## src/rtl/instr_fetch_unit.sv

```systemverilog
// Instruction fetch unit: owns the fetch PC, reads a combinational instruction memory,
// and queues {pc, instr} pairs in a prefetch FIFO toward decode (valid/ready).
module instr_fetch_unit #(
    parameter logic [31:0] RESET_PC   = 32'h0000_0000,
    parameter int unsigned FIFO_DEPTH = 2
) (
    input  logic        clk,
    input  logic        rst,
    input  logic        fetch_en,
    output logic [31:0] imem_addr,
    input  logic [31:0] imem_rdata,
    input  logic        redirect_valid,
    input  logic [31:0] redirect_pc,
    output logic        out_valid,
    input  logic        out_ready,
    output logic [31:0] out_instr,
    output logic [31:0] out_pc,
    output logic        fetch_busy
);

    localparam int unsigned PW = $clog2(FIFO_DEPTH);
    localparam int unsigned CW = PW + 1;
    localparam logic [31:0] RESET_PC_ALIGNED = {RESET_PC[31:2], 2'b00};

    typedef enum logic [1:0] {
        S_BOOT = 2'd0,
        S_RUN  = 2'd1,
        S_HALT = 2'd2
    } state_t;

    state_t         r_state;
    state_t         w_state_nxt;

    logic [31:0]    r_pc;
    logic [PW-1:0]  r_wr_ptr;
    logic [PW-1:0]  r_rd_ptr;
    logic [CW-1:0]  r_count;
    logic [31:0]    r_mem_pc    [FIFO_DEPTH];
    logic [31:0]    r_mem_instr [FIFO_DEPTH];

    logic           w_push;
    logic           w_pop;
    logic           w_out_valid;
    logic           w_unused_rpc;

    // The two low redirect bits are ignored; the target is always word aligned.
    assign w_unused_rpc = ^redirect_pc[1:0];

    // ------------------------------------------------------------------
    // Control FSM
    // ------------------------------------------------------------------
    always_ff @(posedge clk) begin
        if (rst) begin
            r_state <= S_BOOT;
        end else begin
            r_state <= w_state_nxt;
        end
    end

    always_comb begin
        w_state_nxt = r_state;
        case (r_state)
            S_BOOT:  w_state_nxt = fetch_en ? S_RUN : S_HALT;
            S_RUN:   if (!fetch_en) w_state_nxt = S_HALT;
            S_HALT:  if (fetch_en) w_state_nxt = S_RUN;
            default: w_state_nxt = S_BOOT;
        endcase
    end

    assign fetch_busy = (r_state == S_RUN);

    // ------------------------------------------------------------------
    // Push / pop qualification
    // ------------------------------------------------------------------
    // Fullness uses the registered count only: a pop never frees a slot
    // for a push in the same cycle.
    assign w_out_valid = (r_count != '0);
    assign w_push      = (r_state == S_RUN) && (r_count < CW'(FIFO_DEPTH)) && !redirect_valid;
    assign w_pop       = w_out_valid && out_ready;

    // ------------------------------------------------------------------
    // Fetch PC
    // ------------------------------------------------------------------
    always_ff @(posedge clk) begin
        if (rst) begin
            r_pc <= RESET_PC_ALIGNED;
        end else if (redirect_valid) begin
            r_pc <= {redirect_pc[31:2], 2'b00};
        end else if (w_push) begin
            r_pc <= r_pc + 32'd4;
        end
    end

    assign imem_addr = r_pc;

    // ------------------------------------------------------------------
    // Prefetch FIFO pointers and occupancy
    // ------------------------------------------------------------------
    always_ff @(posedge clk) begin
        if (rst || redirect_valid) begin
            r_wr_ptr <= '0;
            r_rd_ptr <= '0;
            r_count  <= '0;
        end else begin
            if (w_push) begin
                r_wr_ptr <= r_wr_ptr + PW'(1);
            end
            if (w_pop) begin
                r_rd_ptr <= r_rd_ptr + PW'(1);
            end
            case ({w_push, w_pop})
                2'b10:   r_count <= r_count + CW'(1);
                2'b01:   r_count <= r_count - CW'(1);
                default: r_count <= r_count;
            endcase
        end
    end

    // ------------------------------------------------------------------
    // Prefetch FIFO storage
    // ------------------------------------------------------------------
    always_ff @(posedge clk) begin
        if (rst) begin
            for (int unsigned i = 0; i < FIFO_DEPTH; i++) begin
                r_mem_pc[i]    <= '0;
                r_mem_instr[i] <= '0;
            end
        end else if (w_push) begin
            r_mem_pc[r_wr_ptr]    <= r_pc;
            r_mem_instr[r_wr_ptr] <= imem_rdata;
        end
    end

    assign out_valid = w_out_valid;
    assign out_pc    = r_mem_pc[r_rd_ptr];
    assign out_instr = r_mem_instr[r_rd_ptr];

endmodule
```

## config.mk

```make
export PLATFORM = sky130hd
export DESIGN_NAME = instr_fetch_unit
export DESIGN_NICKNAME = d
export VERILOG_FILES = /design/src/rtl/instr_fetch_unit.sv
export SDC_FILE = /design/constraint.sdc
export NUM_CORES = 1
export LEC_CHECK = 0
export CORE_MARGIN = 10
export CORE_UTILIZATION = 51
export DETAILED_ROUTE_END_ITERATION = 10
export PLACE_DENSITY = 0.81
export SETUP_SLACK_MARGIN = 0.3
export SYNTH_ARGS = -nofsm -noshare
export SYNTH_HDL_FRONTEND = slang
export SYNTH_SLANG_ARGS = --single-unit
```

## constraint.sdc

```tcl
create_clock -name clk -period 7.9 [get_ports clk]
set_input_delay 1.58 -clock clk [delete_from_list [all_inputs] [get_ports clk]]
set_output_delay 1.58 -clock clk [all_outputs]
set_load 0.005 [all_outputs]
```

# Word level (Yosys, flattened, before mapping)
# Memories as Yosys holds them, arrays and structs flattened. A register that Yosys moved wholly into a read port is not among the register bits.
# Index checks and enable logic that the tools add are counted.
# totals
out_inout_bits,98
register_bits,38
wordCells,55
input_bits,69
mem_count,2
ram_bits,128
# memory_table
memory,depth,width,read_ports,rd_clocked_by_memory_dff,wr,line,rtl
r_mem_instr,2,32,1,1,2,39,logic [31:0] r_mem_instr [FIFO_DEPTH];
r_mem_pc,2,32,1,1,2,38,logic [31:0] r_mem_pc [FIFO_DEPTH];
# op_classes
mux,22
reduce_logical,13
addsub,5
n_eq_ne,6
n_lt_le_gt_ge,1
# op_table
cell,n
32-bit two-way mux,4
32-bit OR reduction,2
32-bit by 3-bit adder with 32-bit output (second input constant),1
1-bit two-way mux,13
2-bit two-way mux,3
2-bit one-hot mux with 3 select lines,1
2-bit nonzero test,3
2-bit by 1-bit == test with 1-bit output (second input constant),2
2-bit == test (second input constant),2
2-bit != test (second input constant),2
2-bit one-hot mux with 2 select lines,1
1-bit logical AND,3
1-bit adder (second input constant),2
2-bit by 1-bit adder with 2-bit output (second input constant),1
2-bit zero test,1
2-bit less-than comparator (second input constant),1
2-bit AND reduction,1
2-bit OR reduction,1
2-bit by 1-bit subtractor with 2-bit output (second input constant),1
1-bit zero test,1
1-bit logical OR,1

# Longest topological paths before layout
# logic_depth
depth_word,8
ltp_mapped,7
ltp_nobuf,6

# Worst setup path before layout
# OpenSTA, ideal clock, no wires.
# synth_path
path_type,input port to flip-flop
start,input port redirect_valid
end,"memory r_mem_instr[0][0], enable pin"
setup_time_ps,573
t_arrival_ps,6605
path_slack_ps,722
stages,3
required_ps,7327
path_buffers,2
cell_sequence,clkbuf_1 -> buf_1 -> o31ai_1
# synth_rtl
item,line,rtl
start: declaration,12,"input logic redirect_valid,"
end: declaration,39,

==> impl_metrics.toml <==
[run_status]
status = "complete, no violations"

[route]
topRoutingLayerUsed = "met4"
wl_per_cell_um = 18.95
drt-vias-per-instance = 5.328
finalWirelength_mm = 17.86
wl_met3_mm = 1.098
drcViolationCount = 0
firstDrtPassIters = 4
vias = 5019
wl_met1_mm = 7.596
drtAntennaViolNets = 0
wl_met2_mm = 8.929
drt_iter0_drc = 243

[yosys]
synthFlopType = "edfxtp_1"
synth_seq_cells = 161
synth_edf_count = 124
yosysSeqAreaShare_pct = 59.86
synth_area_per_cell_um2 = 12.45
syn_area_um2 = 7458
synth_warnings = 0
async_flop_share_pct = 0
synthesis.instances = 599
synth.distinct_cells = 46

[floorplanning]
initial_core_util_pct = 51.71
io_pins = 167
core-area_um2 = 14420
fp.dieW_um = 140.9
rows = 44
fp.dieH_um = 140.9
fp.dieArea_um2 = 19860

[timing]
rsz0062_at_grt = "false"
finClkSkew_ns = 0.006571
setup_tns_ns = 0
hold_slack_ns = 0.5223
min_period_ns = 4.191
fin_crit_sh_pct = 53.05
hold_viol = 0
fmax_mhz = 238.6
max_slew.worst_pin.slew_ns = 1.001
setup_violations = 0
slew_headroom_pct = 33.25
drv_slew = 0

[power]
p_per_area_nw_per_um2 = 207.5
leakagePower_nw = 3.704
peakVddDrop_mv = 0.1497
p_total_w = 0.002036

[setup_path]
end_kind = "flop"
cp_num_buf_inv = 3
cp_common_cell = "buf_4"
worst_path_largest_cell_delay_ns = 0.86
critical_path_peak_fanout = 63
timing.rr.start = "r_state[0]$_SDFFE_PP0P_"
slowest_stage = "and3_2"
crit_family = "buffers and inverters"
cp.required_ns = 7.96
startpoint_type = "primary input"
startpoint = "rst"
crit_chain = "clkdlybuf4s50_1 > buf_4 > nor2_1 > and3_2 > or2_2 > buf_4"
worstSetupPathType = "primary input to flop"
arrival_ns = 4.25

[cells_and_area]
register_area_um2 = 4466
final_cell_mix = "159 x clkdlybuf4s50_1, 124 x edfxtp_1, 121 x and2_1"
final_common_cell = "clkdlybuf4s50_1"
fillers = 1041
area_growth_pct = 31.59
final_util_pct = 68.04
insertedDiodeCount = 0
drive_above_1_share_pct = 15.57
multiInputGateArea_um2 = 2749
num-nets-final = 816

[global_route]
grt_pass1_wl_mm = 28.15
grt_max_degree = 64
grt_overflow = 0
antenna_found_initial = 0
grt_usage_pct = 17.92
grt_pass1_vias = 5326

[cts]
cts-htree-levels = 4
cts_hold_buf = 0
clock_path_buffers = 2
cts_num_sinks = 161
cts_tree = "yes"
clkLatencyLatePin_ns = 0.43
cts_buffers = 17
clockRootBuffer = "clkbuf_16"
post_cts_buffers = 0
cts_resized = 0
path_clk_slew_ns = 0.06

[placed_design]
dpl.hpwl_mm = 11.70
gp_congestion = 0.7673
port_buffers = 160

[min_path]
hp-class = "flop to flop"
hp-start = "r_rd_ptr$_SDFFE_PP0P_"

[flow_run]
maxCapViolations = 0
registers in the layout (all words and copies together) (netlist names), named ones only:
name / cells
r_mem_instr: 64
r_count: 2
r_wr_ptr: 1
r_rd_ptr: 1
r_mem_pc: 60
imem_addr: 30
r_state: 2
through the flow:
stage               setup WS (ns)  cells  cell area (um2)
floorplan                  0.7220    602             7470
global placement            3.296    910             9165
detailed placement          3.281    910             9165
CTS                         3.715    942             9814
global route                3.475    942             9814
finish                      3.709    942             9814
layer usage:
layer | GRT usage, % | vias up
met5 | 0 | -
met4 | 6.196 | 0
met3 | 5.610 | 22
met2 | 29.53 | 151
met1 | 21.73 | 2460
li1 | - | 2386
worst register-to-register path: cells and delay by family (launching register included):
kind                   cells  cell delay [ns]
flip-flops                 1             0.38
AND/OR/NAND/NOR            3             1.76
buffers and inverters      1             0.65
cells by family (layout without fill, tap and decap cells):
kind of cell | Yosys count | after routing | share of synthesized area, %
and+or+nand+nor | 227 | 227 | 18.49
DFF | 161 | 161 | 59.86
muxes | 69 | 69 | 10.30
buffers and inverters | 63 | 219 | 3.707
AOI/OAI and AO/OA | 47 | 47 | 3.858
xor gates and xnor gates | 29 | 29 | 3.405
adders and majority gates | 2 | 2 | 0.3355
other | 1 | 4 | 0.05028
worst paths after layout:
path	cells past startpoint	to	slack [ns]
worst min-delay path	2	flop	0.52
worst max-delay path	6	r_mem_pc[1][4]$_SDFFCE_PN0P_	3.71
worst min register to register	2	flop	0.52
worst max register to register	4	r_mem_pc[1][4]$_SDFFCE_PN0P_	4.67
cell type report:
| type | count | area share (%) |
|---|---|---|
| flip-flops and latches | 161 | 45.50 |
| clock buffers | 25 | 5.711 |
| inverters | 21 | 0.8032 |
| repair buffers | 166 | 16.73 |
| well taps | 184 | 2.346 |
| clock inverters | 7 | 0.9052 |
| multi-input cells | 378 | 28.01 |
power by group:
group | internal [W] | switching [W]
Sequential | 0.000950 | 0.0000278
Clock | 0.000556 | 0.000323
Combinational | 0.000106 | 0.0000733
Total | 0.00161 | 0.000424
cell usage after synthesis, types with 3 or more instances:
library cell  count  area [um2]
edfxtp_1        124        3724
and2_1          121       757.0
mux2_2           62       698.2
dfxtp_1          37       740.7
clkbuf_1         26       97.59
a21oi_1          23       115.1
inv_1            21       78.83
nor2_1           21       78.83
nand2_1          18       67.56
xor2_1           16       140.1
nor3_1           14       70.07
o21a_1           14       105.1
xnor2_1          13       113.9
nor4_1           12       75.07
buf_1             7       26.28
mux2i_1           7       70.07
nand4_1           7       43.79
nand3_1           6       30.03
o21ai_0           5       25.02
or2_2             5       31.28
or3_1             5       31.28
buf_4             4       30.03
buf_6             3       33.78
Power figures use the tool's default switching activity.
